==> config.mk <==
export PLATFORM = sky130hd
export DESIGN_NAME = crop_ctrl
export DESIGN_NICKNAME = d
export VERILOG_FILES = /design/src/rtl/crop_pkg.sv /design/src/rtl/crop_out_reg.sv /design/src/rtl/crop_ctrl.sv
export SDC_FILE = /design/constraint.sdc
export NUM_CORES = 1
export LEC_CHECK = 0
export CAP_MARGIN = 25
export CORE_UTILIZATION = 55
export CTS_BUF_LIST = sky130_fd_sc_hd__clkbuf_2
export DETAILED_ROUTE_END_ITERATION = 8
export PLACE_DENSITY = 0.75
export SLEW_MARGIN = 15
export SYNTH_ARGS = -nofsm -noshare
export SYNTH_HDL_FRONTEND = slang
export SYNTH_SLANG_ARGS = --single-unit
==> constraint.sdc <==
create_clock -name clk -period 12.45 [get_ports clk]
set_input_delay 3.735 -clock clk [delete_from_list [all_inputs] [get_ports clk]]
set_output_delay 3.735 -clock clk [all_outputs]
set_load 0.005 [all_outputs]
==> src/rtl/crop_pkg.sv <==
// crop_pkg: shared types and constants for the crop controller.
package crop_pkg;

    // Width of every window coordinate and size field.
    localparam int COORD_W = 16;

    // Frame-level control states.
    typedef enum logic [1:0] {
        ST_IDLE  = 2'd0,
        ST_RUN   = 2'd1,
        ST_DRAIN = 2'd2
    } crop_state_e;

    // Latched crop window.
    typedef struct packed {
        logic [COORD_W-1:0] x1;
        logic [COORD_W-1:0] y1;
        logic [COORD_W-1:0] w;
        logic [COORD_W-1:0] h;
    } crop_cfg_t;

endpackage

==> src/rtl/crop_out_reg.sv <==
// crop_out_reg: single-entry output register with valid/ready hold.
// A new pixel may be loaded whenever the register is empty or is being
// consumed in the same cycle, so continuous flow has no bubbles.
module crop_out_reg #(
    parameter int PIX_W = 12
) (
    input  logic             clk,
    input  logic             reset,
    input  logic             load,
    input  logic [PIX_W-1:0] load_pixel,
    input  logic             load_sof,
    input  logic             load_eol,
    input  logic             load_eof,
    input  logic             out_ready,
    output logic             out_valid,
    output logic [PIX_W-1:0] pixel_out,
    output logic             out_sof,
    output logic             out_eol,
    output logic             out_eof,
    output logic             can_accept
);

    assign can_accept = !out_valid || out_ready;

    // Load on request, otherwise empty the register once downstream takes it.
    always_ff @(posedge clk or negedge reset) begin
        if (!reset) begin
            out_valid <= 1'b0;
            pixel_out <= '0;
            out_sof   <= 1'b0;
            out_eol   <= 1'b0;
            out_eof   <= 1'b0;
        end else if (load) begin
            out_valid <= 1'b1;
            pixel_out <= load_pixel;
            out_sof   <= load_sof;
            out_eol   <= load_eol;
            out_eof   <= load_eof;
        end else if (out_ready) begin
            out_valid <= 1'b0;
        end
    end

endmodule

==> src/rtl/crop_ctrl.sv <==
// crop_ctrl: crops a raster-order frame to a configurable window.
// The window is only reconfigured between frames; pixels outside the
// window are accepted and dropped so the upstream raster keeps moving.
module crop_ctrl
    import crop_pkg::*;
#(
    parameter int IN_ROWS = 40,
    parameter int IN_COLS = 40,
    parameter int PIX_W   = 12
) (
    input  logic               clk,
    input  logic               reset,
    input  logic               cfg_valid,
    output logic               cfg_ready,
    input  logic [COORD_W-1:0] cfg_x1,
    input  logic [COORD_W-1:0] cfg_y1,
    input  logic [COORD_W-1:0] cfg_w,
    input  logic [COORD_W-1:0] cfg_h,
    output logic               cfg_err,
    input  logic               in_valid,
    output logic               in_ready,
    input  logic [PIX_W-1:0]   pixel_in,
    output logic               out_valid,
    input  logic               out_ready,
    output logic [PIX_W-1:0]   pixel_out,
    output logic               out_sof,
    output logic               out_eol,
    output logic               out_eof,
    output logic               busy,
    output logic               frame_done
);

    localparam logic [COORD_W:0]   COLS_EXT = (COORD_W+1)'(IN_COLS);
    localparam logic [COORD_W:0]   ROWS_EXT = (COORD_W+1)'(IN_ROWS);
    localparam logic [COORD_W-1:0] LAST_COL = COORD_W'(IN_COLS - 1);
    localparam logic [COORD_W-1:0] LAST_ROW = COORD_W'(IN_ROWS - 1);

    crop_state_e        state;
    crop_cfg_t          cfg_q;
    crop_cfg_t          cfg_in;
    logic [COORD_W-1:0] row;
    logic [COORD_W-1:0] col;

    logic               cfg_fire;
    logic               cfg_bad;
    logic [COORD_W:0]   x_end_in;
    logic [COORD_W:0]   y_end_in;
    logic [COORD_W:0]   x_end;
    logic [COORD_W:0]   y_end;
    logic               in_fire;
    logic               can_accept;
    logic               col_in;
    logic               row_in;
    logic               in_win;
    logic               last_pix;
    logic               pix_sof;
    logic               pix_eol;
    logic               pix_eof;

    assign cfg_in    = {cfg_x1, cfg_y1, cfg_w, cfg_h};
    assign cfg_ready = (state == ST_IDLE);
    assign cfg_fire  = cfg_valid && cfg_ready;
    assign busy      = (state != ST_IDLE);

    // Window end points are one bit wider so huge offsets cannot wrap into range.
    assign x_end_in = {1'b0, cfg_x1} + {1'b0, cfg_w};
    assign y_end_in = {1'b0, cfg_y1} + {1'b0, cfg_h};
    assign cfg_bad  = (cfg_w == '0) || (cfg_h == '0) ||
                      (x_end_in > COLS_EXT) || (y_end_in > ROWS_EXT);

    assign x_end    = {1'b0, cfg_q.x1} + {1'b0, cfg_q.w};
    assign y_end    = {1'b0, cfg_q.y1} + {1'b0, cfg_q.h};

    assign in_ready = (state == ST_RUN) && can_accept;
    assign in_fire  = in_valid && in_ready;

    assign col_in   = (col >= cfg_q.x1) && ({1'b0, col} < x_end);
    assign row_in   = (row >= cfg_q.y1) && ({1'b0, row} < y_end);
    assign in_win   = col_in && row_in;
    assign last_pix = (row == LAST_ROW) && (col == LAST_COL);

    assign pix_sof  = (row == cfg_q.y1) && (col == cfg_q.x1);
    assign pix_eol  = ({1'b0, col} == (x_end - 1'b1));
    assign pix_eof  = ({1'b0, row} == (y_end - 1'b1)) && pix_eol;

    // Frame FSM, window latch, raster counters and one-cycle status pulses.
    always_ff @(posedge clk or negedge reset) begin
        if (!reset) begin
            state      <= ST_IDLE;
            cfg_q      <= '0;
            row        <= '0;
            col        <= '0;
            cfg_err    <= 1'b0;
            frame_done <= 1'b0;
        end else begin
            cfg_err    <= 1'b0;
            frame_done <= 1'b0;
            case (state)
                ST_IDLE: begin
                    if (cfg_fire) begin
                        if (cfg_bad) begin
                            cfg_err <= 1'b1;
                        end else begin
                            cfg_q <= cfg_in;
                            row   <= '0;
                            col   <= '0;
                            state <= ST_RUN;
                        end
                    end
                end
                ST_RUN: begin
                    if (in_fire) begin
                        if (last_pix) begin
                            row   <= '0;
                            col   <= '0;
                            state <= ST_DRAIN;
                        end else if (col == LAST_COL) begin
                            col <= '0;
                            row <= row + 1'b1;
                        end else begin
                            col <= col + 1'b1;
                        end
                    end
                end
                ST_DRAIN: begin
                    if (!out_valid || out_ready) begin
                        frame_done <= 1'b1;
                        state      <= ST_IDLE;
                    end
                end
                default: state <= ST_IDLE;
            endcase
        end
    end

    crop_out_reg #(
        .PIX_W(PIX_W)
    ) u_out_reg (
        .clk       (clk),
        .reset     (reset),
        .load      (in_fire && in_win),
        .load_pixel(pixel_in),
        .load_sof  (pix_sof),
        .load_eol  (pix_eol),
        .load_eof  (pix_eof),
        .out_ready (out_ready),
        .out_valid (out_valid),
        .pixel_out (pixel_out),
        .out_sof   (out_sof),
        .out_eol   (out_eol),
        .out_eof   (out_eof),
        .can_accept(can_accept)
    );

endmodule
==> Word level (Yosys, flattened, before mapping) <==
Index checks and enable logic that the tools add are counted.
{ "op_classes": {"addsub": 8, "reduce_logical": 25, "n_eq_ne": 14, "n_bitwise": 1, "muxes": 23, "order_cmp": 6} }
{ "ops": {"columns": ["op", "count"], "rows": [
  ["$mux 16", 8],
  ["$add 16x16->17", 4],
  ["$pmux 16 s2", 2],
  ["$eq 16x17->1", 2],
  ["$gt 17x6->1 const B", 2],
  ["$lt 16x17->1", 2],
  ["$sub 17x1->17 const B", 2],
  ["$add 16x1->16 const B", 2],
  ["$eq 16x16->1", 2],
  ["$eq 16x6->1 const B", 2],
  ["$ge 16x16->1", 2],
  ["$logic_not 16->1", 2],
  ["$logic_and 1x1->1", 10],
  ["$mux 2", 5],
  ["$reduce_and 5->1", 2],
  ["$ne 2x2->1 const B", 4],
  ["$mux 1", 7],
  ["$pmux 2 s3", 1],
  ["$reduce_bool 2->1", 3],
  ["$logic_or 1x1->1", 4],
  ["$reduce_and 4->1", 1],
  ["$ne 3x2->1 const B", 1],
  ["$reduce_and 3->1", 1],
  ["$eq 2x1->1 const B", 1],
  ["other kinds (5)", 5]
]} }
{ "word_totals": {"wordCells": 91, "out_inout_bits": 21, "reg_bits": 116, "inputBits": 81} }

==> Longest topological paths before layout <==
{ "logic_depth": {"depth_word": 7, "mapped_depth": 20, "depth_no_buf": 19} }

==> Hierarchy <==
From an unflattened synthesis, not the netlist that was laid out.
{ "unflattened": {"cells_unflattened": 1230, "hier_area_um2": 11068.1} }
{ "by_module_without_submodules": {"columns": ["module", "seq_area_each_um2", "area_each_um2", "cells_per_inst", "n_inst"], "rows": [
  ["crop_ctrl", 2502.4, 10421.2, 1195, 1],
  ["crop_out_reg", 400.4, 646.9, 35, 1]
]} }

==> Worst setup path after synthesis <==
Ideal clock, no wire load.
{ "synth_path": {"path_kind": "in2out", "startpoint": "input port out_ready", "endpoint": "output port in_ready", "stages": 2, "setup_slack_ps": 4711, "t_required_ps": 8715, "arrival_ps": 4004, "n_path_buf": 0, "path_cell_list": "nor2b_1 > nor2_1"} }
{ "synth_via": {"elab_chain_cells": 2} }
{ "synth_lines": {"columns": ["item", "line", "rtl"], "rows": [
  ["start: declaration", "crop_ctrl.sv:24", "input logic out_ready,"],
  ["$logic_or 1x1->1", "crop_out_reg.sv:23", "assign can_accept = !out_valid || out_ready;"],
  ["$logic_and 1x1->1", "crop_ctrl.sv:74", "assign in_ready = (state == ST_RUN) && can_accept;"],
  ["end: declaration", "crop_ctrl.sv:21", "output logic in_ready,"]
]} }
Every way passes these cells.

==> Worst setup path after layout <==
Same ends and word-level chain as after synthesis.

==> results.cfg <==
[cts]
cts_inserted_buffers = 17
clock_sinks = 116
cts_tree = yes
cts_setup_buffers = 0
clockRootBuffer = clkbuf_2
cts_buffer_depth = 2
cts.repair.resized = 0
ctsHoldBuffers = 0
insertion_delay_ps = 720
clk_pin_slew_worst_paths_ps = 170
cts.htree.levels = 4

[synthesis]
yosysSeqAreaShare_pct = 26.4
ys.flop_type = dfrtp_1
synth.avg_cell_area_um2 = 8.65
synth_most_common_cell = ha_1
synth_largest_area_cell = dfrtp_1
synth_common_cells = 130 x ha_1, 116 x dfrtp_1, 96 x nand2_1, 84 x o21ai_0
yosys-top-cells-area = dfrtp_1 26%, ha_1 15%, a21o_1 5.1%
async_flop_share_pct = 100
yosysTopAreaCellShare_pct = 26.4
synth-edff-count = 0
synth_nets = 1485
synthCells = 1270
yosysWarnings = 0
yosys_register_bits = 116
synth_area_um2 = 11000
synthDistinctLibCells = 79

[placed_design]
dp_cells = 1589
io_buffers = 101
dpl.hpwl_um = 21800
routabilityCongestion = 0.903
placed_cell_area_um2 = 12100

[pwr]
powerDensity_nw_per_um2 = 70.3
ir_drop_mv = 0.0510
p_leak_nw = 5.99

[critical_path]
cp_common_cell = clkdlybuf4s50_1
slowest_delay_ps = 530
arrival_ps = 4960
path_cells = clkdlybuf4s50_1, nor2b_1, nor2_1, clkdlybuf4s50_1
critical_path_class = input port to output port
crit_required_ps = 8710
startpoint_type = input port
cp_max_fo = 4
setup.worst_path.end_class = output port
r2r_slack_ps = 7860
reg2reg_from = cfg_q[17]
r2r_end = u_out_reg.pixel_out[8]
rr_worst_depth = 17
cpMaxStageDelayCell = clkdlybuf4s50_1

[layout]
instances_no_fill = 1621
areaGrowthSynthToFinish_pct = 12.7
nets = 1558
stdcell_area_um2 = 12400
drive_above_1_share_pct = 7.68
final_util_pct = 63.4

[sta]
hold_viol = 0
finalClockSkew_ps = 27.4
setup_tns_ps = 0
slew_violations = 0
slew_headroom_pct = 27.0
setup_viol = 0
period_needed_ps = 8690
period_share_pct = 69.8
clock.fmax_mhz = 115
rsz0062_at_grt = no
tightest_slew_ps = 1070

[detailed_routing]
avgRoutedWirePerCell_um = 17.2
drc = 0
drt-total-wl_um = 27800
drt-pass1-iter-count = 6
ant_nets = 0
vias = 9818
viasPerCell = 6.06
drtIter0Drc = 675

[hold_path]
min_path_type = register to register
hold_end = u_out_reg.out_eol
whs_path_depth = 2
min-delay-start = u_out_reg.out_eol

[global_route]
grt_usage_pct = 28.1
antenna_found_initial = 0
grt_pass1_vias = 9476
grt_max_degree = 87
grt_pass1_wl_um = 45900
gr-total-overflow = 0

[run_status]
status = completed

[floorplan]
core_area_um2 = 19500
io_pins = 102
num_rows = 51
die_h_um = 143
die_width_um = 143
initial_utilization_pct = 56.3
fp.dieArea_um2 = 20500

[run]
maxCapViolations = 0
## worst max-delay path by stage
stage                          from  endpoint  slack (ps)  depth (start not counted)
after detailed placement  out_ready  in_ready        3760                          4
after CTS                 out_ready  in_ready        3760                          4
after floorplan           out_ready  in_ready        4710                          2
after global placement    out_ready  in_ready        3760                          4
final                     out_ready  in_ready        3760                          4
after global routing      out_ready  in_ready        3680                          4
## cell families (layout without fill, tap and decap cells)
kind of cell | after synthesis | after routing | synth area share [%]
compound gates | 376 | 376 | 22.9
xor+xnor | 69 | 69 | 5.57
fa+ha+maj | 135 | 135 | 15.6
buf+inv | 126 | 211 | 4.59
flops | 116 | 116 | 26.4
mux | 59 | 59 | 6.04
other cells | 0 | 1 | 0
simple gates | 389 | 389 | 18.9
## state kept, by name, indices dropped and copies added (netlist names)
signal,count
state,2
u_out_reg.out_eof,1
u_out_reg.out_valid,1
col,16
cfg_err,1
cfg_q,64
u_out_reg.out_sof,1
u_out_reg.pixel_out,12
row,16
u_out_reg.out_eol,1
frame_done,1
## per-stage QoR
step,hold slack (ps),worst slack (ps),total power [mW]
2_1_floorplan,463,4710,0.537
3_3_place_gp,457,3760,0.613
3_5_place_dp,463,3760,0.617
4_1_cts,499,3760,0.873
5_1_grt,528,3680,0.919
6_report,497,3760,0.870
## power breakdown
| part | internal [mW] | total [mW] | switching (mW) |
|---|---|---|---|
| registers | 0.385 | 0.406 | 0.0209 |
| clock network | 0.109 | 0.257 | 0.147 |
| logic | 0.0976 | 0.207 | 0.110 |
## cell type report
type | instances | area, um^2
diodes | 1 | 2.50
clock buffers | 19 | 95.1
clock inverters | 12 | 139
fillers | 1761 | 7150
inverters | 75 | 282
multi-input cells | 1028 | 7580
flip-flops and latches | 116 | 2900
well taps | 265 | 332
repair buffers | 105 | 1040
## worst max-delay path: cells and delay by family
family / cells / cell delay (ps)
buffers and inverters: 2 / 980
and+or+nand+nor: 2 / 240
## routing by layer
metal | routed length [um] | global-route usage [%]
met5 | 0 | 0
met1 | 12300 | 35.5
met4 | 426 | 7.33
met2 | 13800 | 49.9
met3 | 1290 | 4.40
## layout by cell type (no fill, tap or decap), types with 21 or more instances in the layout
cell type / n
nor2_1: 53
nor3_1: 38
xor2_1: 21
mux2_2: 48
inv_1: 75
and3_1: 29
o22ai_1: 30
a21oi_1: 69
nand2_1: 96
o21ai_0: 84
nand3_1: 31
ha_1: 130
a21o_1: 75
dfrtp_1: 116
nand4_1: 28
clkdlybuf4s50_1: 100
xnor2_1: 47
No activity file was read; power rests on OpenSTA's default activity.
